## src/rtl/if_pkg.sv

```systemverilog
// Shared definitions for the instruction-fetch stage.
//   RESET_PC_DEF : default reset/first fetch address
//   NOP_INST     : instruction presented in place of a faulting fetch (addi x0,x0,0)
//   fetch_state_e: REQ (may issue a request) / WAIT (one request outstanding)
package if_pkg;
    localparam logic [31:0] RESET_PC_DEF = 32'h8000_0000;
    localparam logic [31:0] NOP_INST     = 32'h0000_0013;

    typedef enum logic {
        ST_REQ  = 1'b0,
        ST_WAIT = 1'b1
    } fetch_state_e;
endpackage

```

## src/rtl/if_out_buf.sv

```systemverilog
// One-entry valid/ready holding register between fetch and IF/ID.
// Ports:
//   clk, rst        clock, async active-low reset
//   flush_i         squash the held entry
//   load_i          write a new entry (wins over flush and drain)
//   ld_inst_i/ld_pc_i/ld_fault_i   entry contents to load
//   ready_i         consumer takes the entry this cycle
//   valid_o, inst_o, pc_o, fault_o held entry
module if_out_buf #(
    parameter int XLEN = 32
) (
    input  logic            clk,
    input  logic            rst,
    input  logic            flush_i,
    input  logic            load_i,
    input  logic [31:0]     ld_inst_i,
    input  logic [XLEN-1:0] ld_pc_i,
    input  logic            ld_fault_i,
    input  logic            ready_i,
    output logic            valid_o,
    output logic [31:0]     inst_o,
    output logic [XLEN-1:0] pc_o,
    output logic            fault_o
);
    logic            valid_q;
    logic [31:0]     inst_q;
    logic [XLEN-1:0] pc_q;
    logic            fault_q;

    always_ff @(posedge clk or negedge rst) begin
        if (!rst) begin
            valid_q <= 1'b0;
            inst_q  <= '0;
            pc_q    <= '0;
            fault_q <= 1'b0;
        end else if (load_i) begin
            // A load in the same cycle as a drain is the refill case.
            valid_q <= 1'b1;
            inst_q  <= ld_inst_i;
            pc_q    <= ld_pc_i;
            fault_q <= ld_fault_i;
        end else if (flush_i || ready_i) begin
            valid_q <= 1'b0;
        end
    end

    assign valid_o = valid_q;
    assign inst_o  = inst_q;
    assign pc_o    = pc_q;
    assign fault_o = fault_q;
endmodule

```

## src/rtl/if_fetch.sv

```systemverilog
// Instruction-fetch stage: owns the PC, keeps at most one request in flight
// to instruction memory and hands {inst, pc, fault} to IF/ID through a
// one-entry buffer. Redirects may arrive in any state; responses belonging
// to a pre-redirect request are dropped.
// Ports:
//   clk, rst                         clock, async active-low reset
//   imem_req_valid/ready/addr        fetch request channel
//   imem_rsp_valid/data/err          fetch response channel
//   redirect_valid/pc                branch/jump redirect from later stages
//   out_valid/ready/inst/pc/fault    IF/ID hand-off
module if_fetch
    import if_pkg::*;
#(
    parameter int              XLEN     = 32,
    parameter logic [XLEN-1:0] RESET_PC = XLEN'(RESET_PC_DEF)
) (
    input  logic            clk,
    input  logic            rst,
    output logic            imem_req_valid,
    input  logic            imem_req_ready,
    output logic [XLEN-1:0] imem_req_addr,
    input  logic            imem_rsp_valid,
    input  logic [31:0]     imem_rsp_data,
    input  logic            imem_rsp_err,
    input  logic            redirect_valid,
    input  logic [XLEN-1:0] redirect_pc,
    output logic            out_valid,
    input  logic            out_ready,
    output logic [31:0]     out_inst,
    output logic [XLEN-1:0] out_pc,
    output logic            out_fault
);
    fetch_state_e    state_q;
    logic [XLEN-1:0] pc_q;
    logic            drop_q;    // outstanding response belongs to a squashed request
    logic            halted_q;  // fault delivered; wait for a redirect
    logic            run_q;     // holds off the first request until the cycle after reset

    logic buf_free, req_fire, misalign, capture, buf_load;
    logic [31:0]     ld_inst;
    logic [XLEN-1:0] ld_pc;
    logic            ld_fault;

    assign buf_free       = !out_valid || out_ready;
    assign imem_req_valid = run_q && (state_q == ST_REQ) && !halted_q && buf_free;
    assign imem_req_addr  = pc_q;
    assign req_fire       = imem_req_valid && imem_req_ready;
    assign misalign       = redirect_valid && (redirect_pc[1:0] != 2'b00);

    // A redirect in the response cycle makes that response stale too.
    assign capture  = (state_q == ST_WAIT) && imem_rsp_valid && !drop_q && !redirect_valid;
    assign buf_load = capture || misalign;
    assign ld_inst  = (misalign || imem_rsp_err) ? NOP_INST : imem_rsp_data;
    assign ld_pc    = misalign ? redirect_pc : pc_q;
    assign ld_fault = misalign || imem_rsp_err;

    always_ff @(posedge clk or negedge rst) begin
        if (!rst) begin
            state_q  <= ST_REQ;
            pc_q     <= RESET_PC;
            drop_q   <= 1'b0;
            halted_q <= 1'b0;
            run_q    <= 1'b0;
        end else begin
            run_q <= 1'b1;
            if (redirect_valid) begin
                pc_q     <= {redirect_pc[XLEN-1:2], 2'b00};
                halted_q <= misalign;
                unique case (state_q)
                    ST_REQ: if (req_fire) begin
                        // request went out under the old pc
                        state_q <= ST_WAIT;
                        drop_q  <= 1'b1;
                    end
                    ST_WAIT: if (imem_rsp_valid) begin
                        state_q <= ST_REQ;
                        drop_q  <= 1'b0;
                    end else begin
                        drop_q  <= 1'b1;
                    end
                endcase
            end else begin
                unique case (state_q)
                    ST_REQ: if (req_fire) state_q <= ST_WAIT;
                    ST_WAIT: if (imem_rsp_valid) begin
                        state_q <= ST_REQ;
                        drop_q  <= 1'b0;
                        if (!drop_q) begin
                            pc_q <= pc_q + XLEN'(4);
                            if (imem_rsp_err) halted_q <= 1'b1;
                        end
                    end
                endcase
            end
        end
    end

    if_out_buf #(.XLEN(XLEN)) u_out_buf (
        .clk        (clk),
        .rst        (rst),
        .flush_i    (redirect_valid),
        .load_i     (buf_load),
        .ld_inst_i  (ld_inst),
        .ld_pc_i    (ld_pc),
        .ld_fault_i (ld_fault),
        .ready_i    (out_ready),
        .valid_o    (out_valid),
        .inst_o     (out_inst),
        .pc_o       (out_pc),
        .fault_o    (out_fault)
    );
endmodule

```

## config.mk

```make
export PLATFORM = sky130hd
export DESIGN_NAME = if_fetch
export DESIGN_NICKNAME = d
export VERILOG_FILES = /design/src/rtl/if_pkg.sv /design/src/rtl/if_out_buf.sv /design/src/rtl/if_fetch.sv
export SDC_FILE = /design/constraint.sdc
export NUM_CORES = 1
export LEC_CHECK = 0
export ABC_AREA = 0
export CAP_MARGIN = 40
export CORE_MARGIN = 2
export CORE_UTILIZATION = 36
export CTS_CLUSTER_DIAMETER = 150
export DETAILED_ROUTE_END_ITERATION = 8
export PLACE_DENSITY = 0.65
export REMOVE_ABC_BUFFERS = 1
export SETUP_SLACK_MARGIN = 0.15
export SYNTH_ARGS = -nofsm -noshare
export SYNTH_HDL_FRONTEND = slang
export SYNTH_HIERARCHICAL = 1
export SYNTH_SLANG_ARGS = --single-unit
```

## constraint.sdc

```tcl
create_clock -name clk -period 5.1 [get_ports clk]
set_clock_uncertainty 0.1 [all_clocks]
set_input_delay 1.275 -clock clk [delete_from_list [all_inputs] [get_ports clk]]
set_output_delay 1.275 -clock clk [all_outputs]
set_load 0.005 [all_outputs]
```

-- Word level (Yosys, flattened, before mapping)
Index checks and enable logic that the tools add are counted.
- flip-flop bits (word level): 102
- output and inout port bits: 99
- bits of input ports: 71
- logic and storage cells: 58
- mux-type cells: 21
- $add $sub $neg: 1
- bitwise operators: 1
- reductions and logical operators: 24
- equal/unequal tests: 2
- operators by type and width (operator ; number):
    $mux W32 ; 6
    $add A32 B3 Y32 const B ; 1
    $mux W1 ; 13
    $reduce_bool A2 Y1 ; 5
    $logic_and A1 B1 Y1 ; 8
    $reduce_and A3 Y1 ; 2
    $logic_not A1 Y1 ; 4
    $logic_or A1 B1 Y1 ; 4
    $pmux W1 S2 ; 2
    $reduce_and A4 Y1 ; 1
    $ne A3 B3 Y1 const B ; 1
    $ne A2 B2 Y1 const B ; 1
    $not A1 Y1 ; 1

-- Longest topological paths before layout
Gate-level depths: netlist (run 1).
- depth in word-level cells: 8
- mapped depth: 7
- gate-level depth less buffers: 5

-- Cells and area by module
The synthesis (run 1) kept the hierarchy.
- modules (own cells, without submodules) (module ; cells an instance ; times used ; area an instance (um^2) ; sequential area each (um^2)):
    if_out_buf ; 140 ; 1 ; 2607.5 ; 1651.6
    if_fetch ; 292 ; 1 ; 2522.4 ; 852.1

-- Worst setup path before layout (run 1)
Ideal clock, no wire load.
- path type: input port to output port
- start: input port out_ready
- end: output port imem_req_valid
- setup slack: 2059 ps
- stages on the path: 2
- required time: 3725 ps
- data arrival time: 1666 ps
- buffers on the path: 0
- cells stage by stage: nor2b_1 -> nor4b_1
- cells in the longest elaborated chain, start to end: 2
- RTL lines (element ; line ; text):
    from (decl) ; if_fetch.sv:28 ; input logic out_ready,
    $logic_or A1 B1 Y1 ; if_fetch.sv:44 ; assign buf_free = !out_valid || out_ready;
    $logic_and A1 B1 Y1 ; if_fetch.sv:45 ; assign imem_req_valid = run_q && (state_q == ST_REQ) && !halted_q && buf_free;
    to (decl) ; if_fetch.sv:19 ; output logic imem_req_valid,
Every way passes these cells.

-- Worst setup path in the final report (run 1)
Same ends and word-level chain as after synthesis.

==> results list, run 1 <==
* Status: complete, no violations
* Synthesized-area fraction occupied by adder cells: 0.00244
- The worst register-to-register path ends at imem_req_addr[26].
- Startpoint of the worst setup timing path: out_ready
- Most repeated library cell on the critical path: sky130_fd_sc_hd__clkdlybuf4s50_1
* Global router's overall resource usage: 0.171
- The worst setup path is of the input pin to output pin kind.
- For this design the top-level I/O count stands at 170.
- The area growth from synthesis to layout is 41.9%.
- F_max: roughly 240 MHz
- Across the run, the number of max-cap violations was 0.
- Critical Path Start Type: input pin
- Initial cell density of the core: 0.370
* Period utilization: 0.805
- Of the total power, combinational logic draws 0.245.
- Of the total power, the clock network draws 0.314.
* Insertion delay to the later sink of the worst-skew pair: approximately 0.35 ns
* CTS tree: yes
* Hold Crit Endpoint: u_out_buf/valid_o
* Cell type contributing the most total cell area after synthesis: sky130_fd_sc_hd__dfrtp_1
- After detailed routing, the number of remaining DRC violations is 0.
* Number of synthesized flops with an enable pin: 0
* Area fraction in compound gates after synthesis: 0.0673
* Layout cells sized above 1: 0.217
* Root buffer selected by CTS: sky130_fd_sc_hd__clkbuf_16
- The count of nets left with antenna violations once routing finished came out at 0.
- Global routing finished with a remaining overflow of 0.
- Data arrival time of the critical path: about 2.7 ns
- RSZ-0062 raised after global routing: no
* DR vias/cell: 5.05
* Sequential Power Share: 0.441
- Leading post-synthesis cells by cell area: sky130_fd_sc_hd__dfrtp_1 48%, sky130_fd_sc_hd__mux2_2 12%, sky130_fd_sc_hd__mux2_4 11%
- Hold path cells: 1
- Per-instance average area after synthesis: around 12 sq um
- The largest individual stage delay along the critical path comes from the cell sky130_fd_sc_hd__clkdlybuf4s50_1.
- Cell Chain, Critical Path: clkdlybuf4s50_1 -> nor2b_1 -> nor4b_1 -> clkdlybuf4s50_1
- Clock-pin slew reported for the worst setup and hold paths after clock tree synthesis: around 0.070 ns
* Seq/Total Area, Yosys: 0.488
- Placer's final routability congestion estimate: 0.751
* Number of distinct library cells after synthesis: 43
- Entering global routing, the biggest net connects 58 pins.
* Routed wire per std cell: 16.2 um
- Number of sinks on the clock net: 100
- Setup violations remaining at the end of the flow were counted as 0.
- Critical path capture point type: output pin
- The completed layout was analyzed and its total power is 0.00223 W.
- Biggest fanout along the worst timing path: 2
- Areal power density over the cells: 306 mW/mm^2
* Core ar.: about 0.014 sq mm
* Sw Share: 0.260
- The commonest cells after synthesis are 99 x sky130_fd_sc_hd__dfrtp_1, 56 x sky130_fd_sc_hd__mux2_2, 39 x sky130_fd_sc_hd__mux2_4, 31 x sky130_fd_sc_hd__and2_1, 23 x sky130_fd_sc_hd__nand2_1.
- The most used flip-flop cell after synthesis is sky130_fd_sc_hd__dfrtp_1.
* Setup TNS Final: 0 ns
* Post-Synthesis Cells: between 400 and 500
- After synthesis, the share of cell area in mux cells is 0.239.
- Slew at the pin closest to its max-slew limit: 0.704 ns
- Critical path data required time: 3.72 ns
- The number of global-route vias before repair is around 4k.
- The worst hold path belongs to the class flip-flop to flip-flop.
- Total buffers and inverters traversed by the critical path: 2
* Global-route wire length before repair: 20.2 mm
- For this run, asynchronously set or reset flops after synthesis account for 1.00.
- Input and output buffers added on the ports amount to 167.
- PostCTS Resize Cnt: 0
- Among cell families on the critical path, the largest total delay comes from buffers and inverters.
- Detailed-placement wirelength estimate: 8.74 mm
- Core Util, Final: 0.525
- After synthesis the netlist holds a flip-flop and latch count of 100.
- Post-CTS Setup Repair Bufs: 0
- Yosys warning count: 6
* Critical R2R Launch: imem_req_addr[2]
- Total length of routed wires: 12.5 mm
- Buffers from clock root to sink, at most: 2
- Of the total synthesized cell area, the portion taken by XOR and XNOR cells is 0.0171.
* Diodes inserted: 0
- After synthesis, the largest family of logic cells by area is multiplexers.
* Final #Nets: 661
- Subtracting the final worst setup slack from the clock period gives 4.11 ns.
- Cell depth of the worst setup path: 4
- Die boundary height: between 100 and 150 um
* Tightest slew margin relative to the limit: 0.529
- Final Hold Viols: 0
- Startpoint of the worst hold path: u_out_buf/valid_o
* FF-to-FF path depth: 5
* Area share of the largest cell type after synthesis: 0.483
- Routed vias: around 3.9k
- CTS built an H-tree with a depth of 3.
* Total instance count after detailed placement: 758
- Buffers inserted during clock tree synthesis total 9.
- Worst stage delay on the critical path: between 0.5 and 0.6 ns
* Sw Pwr: 0.000579 W
* Worst reg2reg setup slack: 2.64 ns
- Number of max-slew violations in the final report: 0
* First-iteration detailed-routing DRC count: around 150
- The finished layout holds 774 standard cells, fillers aside.
- Horizontal die dimension: around 120 um
* First-pass iteration count of the detailed router: 4
- For this design, the CTS-stage hold fixing added 0 buffers.
* VDD IR-drop max: 0.000134 V
- Of the total synthesized cell area, the portion taken by AND, OR, NAND and NOR gates is 0.147.
* Cell row count: 43
- The initial antenna violation count came to 0.
- Summing every instance area after synthesis gives 0.00513 sq mm.
* Cell leakage power: 2.99 nW
* Most common cell in the synthesized netlist: sky130_fd_sc_hd__dfrtp_1
- The internal portion of the total power is 0.00165 W.
- The die covers 0.0152 sq mm.
[power by group through the flow]
stage               registers (W)  clock network, W  logic (W)
detailed placement       0.000997                 0   0.000551
global route              0.00100          0.000753   0.000592
floorplan                0.000989                 0   0.000240
finish                   0.000984          0.000700   0.000545
global placement         0.000993                 0   0.000538
CTS                      0.000986          0.000719   0.000554
[worst max path at each step]
stage | end | slack (ns)
after global routing | imem_req_valid | 0.94
after detailed placement | imem_req_valid | 1.0
after global placement | imem_req_valid | 1.01
after CTS | imem_req_valid | 0.98
after floorplan | u_out_buf/fault_o | -3.57
final | imem_req_valid | 0.99
[final cells by class]
class	count	area, sq um
Clock buffer	9	225
Clock inverter	7	75.1
Fill cell	1249	6600
Inverter	8	30.0
Multi-Input combinational cell	296	2460
Sequential cell	100	2500
Tap cell	180	225
Timing Repair Buffer	174	1760
[cell usage in the layout, fill, tap and decap left out, types with 3 or more instances in the layout]
master,netlist,layout
sky130_fd_sc_hd__a31oi_1,18,18
sky130_fd_sc_hd__and2_1,31,31
sky130_fd_sc_hd__buf_4,2,6
sky130_fd_sc_hd__clkbuf_16,0,9
sky130_fd_sc_hd__clkdlybuf4s50_1,0,166
sky130_fd_sc_hd__conb_1,2,3
sky130_fd_sc_hd__dfrtp_1,99,99
sky130_fd_sc_hd__inv_1,7,7
sky130_fd_sc_hd__mux2_2,56,56
sky130_fd_sc_hd__mux2_4,39,39
sky130_fd_sc_hd__nand2_1,23,23
sky130_fd_sc_hd__nand2b_1,4,4
sky130_fd_sc_hd__nand3_1,10,10
sky130_fd_sc_hd__nand4_1,6,6
sky130_fd_sc_hd__nor2_1,20,20
sky130_fd_sc_hd__nor3_1,3,3
sky130_fd_sc_hd__o21ai_0,17,16
sky130_fd_sc_hd__o31ai_1,14,14
sky130_fd_sc_hd__or3_1,5,5
sky130_fd_sc_hd__or4_1,15,15
sky130_fd_sc_hd__xnor2_1,8,8
[cell families after synthesis]
family | Yosys count
muxes | 96
DFF | 100
adders and majority gates | 1
buffers and inverters | 37
and+or+nand+nor | 131
xor gates and xnor gates | 10
other | 2
AOI/OAI and AO/OA | 55
[worst register-to-register path: stages, from the launching register on]
cell	delay, ns
sky130_fd_sc_hd__dfrtp_1	0.47
sky130_fd_sc_hd__ha_1	0.21
sky130_fd_sc_hd__nand3_1	0.17
sky130_fd_sc_hd__or3_1	0.66
sky130_fd_sc_hd__or4_1	0.59
sky130_fd_sc_hd__a31oi_1	0.19
[metrics by stage]
stage | cell area [sq um] | worst slack [ns] | hold slack (ns)
after CTS | 7280 | 0.981 | 0.409
final | 7280 | 0.992 | 0.403
after global placement | 6930 | 1.01 | 0.386
after global routing | 7280 | 0.942 | 0.423
after floorplan | 4970 | -3.57 | 0.381
after detailed placement | 6980 | 0.999 | 0.388
[flip-flops by register name, indices dropped and copies added, names as in the netlist]
signal             count
state_q                1
drop_q                 1
u_out_buf/inst_o      32
u_out_buf/fault_o      1
u_out_buf/valid_o      1
halted_q               1
run_q                  1
imem_req_addr         30
u_out_buf/pc_o        32
[metal layers]
layer / global-route usage / up-vias / part of all wire / wire (um)
met5: 0 / - / 0 / 0
li1: - / 1871 / - / -
met3: 0.0392 / 13 / 0.056 / 703
met2: 0.263 / 103 / 0.47 / 5830
met4: 0.0661 / 0 / 0.017 / 215
met1: 0.234 / 1922 / 0.46 / 5780
Power figures use the tool's default switching activity.
==> inputs of run 2 (changes only) <==
==> constraint.sdc (replaced) <==
create_clock -name clk -period 3.8 [get_ports clk]
set_clock_uncertainty 0.1 [all_clocks]
set_input_delay 0.95 -clock clk [delete_from_list [all_inputs] [get_ports clk]]
set_output_delay 0.95 -clock clk [all_outputs]
set_load 0.005 [all_outputs]
==> run 2 against run 1 <==
Net effect:
- register-to-register slack worse by 1.3 ns
- power is 31% higher
- largest power group unchanged
- critical path type unchanged
- first-iteration DRC count is 19% higher
- count of clock-buffer cells in the layout is 5 higher
- die area stayed put
- largest cell class unchanged
- utilization stayed put
- cell area stayed put
- sequential share of layout area stayed put
==> results list, run 2 (synthesis gave the netlist of run 1 again) <==
* Status: complete, no violations
- The number of buffers added on ports came to 167 (unchanged).
- The routed wire length came to 12.7 mm (+1.3%).
- The routability-driven placement congestion ratio came to 0.741 (-1.3%).
- PnR Total Power: 0.00292 W (+31%)
- Number of global-route vias before repair: 4038 (+0.77%)
- The number of design-rule violations left by the first detailed-router iteration is 182 (+19%).
- Sequential Power Share: 0.453 (+0.012)
- F_max: 294 MHz
- Critical R2R Launch: imem_req_addr[2]
- Slew at the pin closest to its max-slew limit: 0.707 ns (+0.00371 ns)
- Type of the worst setup path: input pin to output pin
- TritonCTS built the clock tree.
* Commonest cells after routing, fill and taps aside: 166 x sky130_fd_sc_hd__clkdlybuf4s50_1, 99 x sky130_fd_sc_hd__dfrtp_1, 56 x sky130_fd_sc_hd__mux2_2
* Buffers from clock root to sink, at most: 2 (unchanged)
- The final-report setup violation count came to 0 (unchanged).
- Internal power of the cells: 0.00218 W (+32%)
- Setup repair after global routing left no endpoint under its margin.
- The number of instances in the placed design was 760 (+0.26%).
- Tightest slew margin relative to the limit: 0.528 (-0.000699)
- The endpoint identified for the worst register-to-register timing path is imem_req_addr[30].
- Antenna-violating nets left: 0 (unchanged)
* Layout cells sized above 1: 0.216 (-0.000729)
- The full die area was 0.0152 sq mm (unchanged).
* Maximum number of pins on one net before global-route repair: 55 (-5.2%)
- The largest fanout of any net on the critical path came to 2 (unchanged).
* Critical path data required time: 2.75 ns (-0.97 ns)
- The worst hold margin was 0.401 ns (-0.00181 ns).
- The area of the core region came to 0.0139 sq mm (unchanged).
- Cell leakage power: 2.99 nW (+0.14%)
- The initial cell density of the core came to 0.370 (unchanged).
* Number of H-tree levels: 3 (unchanged)
- The overall fraction of global-route tracks in use is 0.174 (+0.00304).
- Data arrival time of the critical path: 2.36 ns (-0.37 ns)
* Design area: 0.00728 sq mm (unchanged)
- Area growth, synth to finish: 41.9% (unchanged)
* Core Util, Final: 0.525 (unchanged)
- Min Tclk post-route: approximately 3.4 ns
- The top-level port count came to 170 (unchanged).
- Critical Path Start Type: input pin
- The placement row count was 43 (unchanged).
* Antenna violations before repair: 0 (unchanged)
- DRC viols: 0 (unchanged)
* Final Hold Viols: 0 (unchanged)
* DR vias/cell: 5.04 (-0.16%)
- Final #Nets: 663 (+0.30%)
* Capture point of the critical path: imem_req_valid
- Routed vias: 3913 (+0.10%)
- The count of final max-slew check failures was 0 (unchanged).
- VDD IR-drop max: 0.000204 V (+51%)
- Number of sinks on the clock net: 100 (unchanged)
- The internal reg-to-reg setup slack was 1.30 ns (-1.34 ns).
- The number of cells traversed by the worst register-to-register path came to 5 (unchanged).
- Most common library cell in the layout ignoring fill and taps: sky130_fd_sc_hd__clkdlybuf4s50_1
- Final cell count without fillers: 776 (+0.26%)
* Areal power density over the cells: 401 mW/mm^2 (+31%)
* Die boundary height: 123 um (unchanged)
* Detailed-placement wirelength estimate: 8.99 mm (+2.9%)
- Routed wire per std cell: 16.4 um (+1.1%)
- Max-capacitance violation count: 0 (unchanged)
* Insertion delay to the later sink of the worst-skew pair: 0.34 ns (about the same)
* Sw Pwr: 0.000736 W (+27%)
- Placed standard-cell area: 0.00700 sq mm (+0.29%)
- In this run the worst hold path is classified as flip-flop to flip-flop.
* Final global-route overflow total: 0 (unchanged)
- Of the available clock period, the critical path in the final layout requires 0.896.
- TritonCTS Buffers: 9 (unchanged)
- The die width is 123 um (unchanged).
* Diodes inserted: 0 (unchanged)
* Startpoint of the worst setup timing path: out_ready
- Root buffer selected by CTS: sky130_fd_sc_hd__clkbuf_16
- The switching part of the total was 0.252 (-0.00778).
- The post-CTS clock slew at the launch and capture registers of the worst setup and hold paths was 0.06 ns (about the same).
- The clock group share of total power is 0.294 (-0.020).
* Critical path capture point type: output pin
* First-pass iteration count of the detailed router: 4 (unchanged)
- Comb pwr share: 0.253 (+0.008)
* Global-route wire length before repair: 20.6 mm (+1.8%)
==> run 2: final cells by class <==
class                   count  area [sq um]
repair buffers            176          1780
clock buffers              14           264
multi-input cells         296          2470
flip-flops and latches    100          2500
well taps                 180           225
inverters                   8          30.0
clock inverters             2          10.0
fillers                  1210          6600
==> run 2: critical path: stages <==
cell and delay, ns:
sky130_fd_sc_hd__clkdlybuf4s50_1 0.49, sky130_fd_sc_hd__nor2b_1 0.06, sky130_fd_sc_hd__nor4b_2 0.29, sky130_fd_sc_hd__clkdlybuf4s50_1 0.57
==> run 2: metal layers <==
layer,vias up,track usage,part of all wire
li1,1868,-,-
met1,1930,0.232,0.46
met2,102,0.277,0.47
met3,13,0.0406,0.055
met4,0,0.0604,0.017
met5,-,0,0
==> run 2: how the worst min path moves through the flow <==
stage | startpoint | end | depth (start not counted)
global route | u_out_buf/pc_o[26] | u_out_buf/pc_o[26] | 1
detailed placement | u_out_buf/valid_o | u_out_buf/valid_o | 1
finish | u_out_buf/valid_o | u_out_buf/valid_o | 1
global placement | u_out_buf/valid_o | u_out_buf/valid_o | 1
CTS | u_out_buf/valid_o | u_out_buf/valid_o | 1
floorplan | drop_q | drop_q | 1
==> run 2: power by group through the flow <==
| stage | combinational, W | clock, W | sequential (W) |
|---|---|---|---|
| finish | 0.000738 | 0.000858 | 0.00132 |
| global route | 0.000802 | 0.000945 | 0.00134 |
| CTS | 0.000750 | 0.000894 | 0.00132 |
| detailed placement | 0.000746 | 0 | 0.00134 |
| global placement | 0.000730 | 0 | 0.00133 |
| floorplan | 0.000322 | 0 | 0.00133 |
==> run 2: repair_timing <==
action / in CTS / in global routing
hold buffers: 0 / 0
resized for setup: 0 / 1
setup endpoints to repair: 0 / 1
buffers inserted: 0 / 0
==> run 2: through the flow <==
stage / TNS (ns) / worst slack (ns)
after floorplan: -295.88 / -4.55
after global placement: 0 / 0.370
after detailed placement: 0 / 0.264
after CTS: 0 / 0.240
after global routing: 0 / 0.274
final: 0 / 0.394
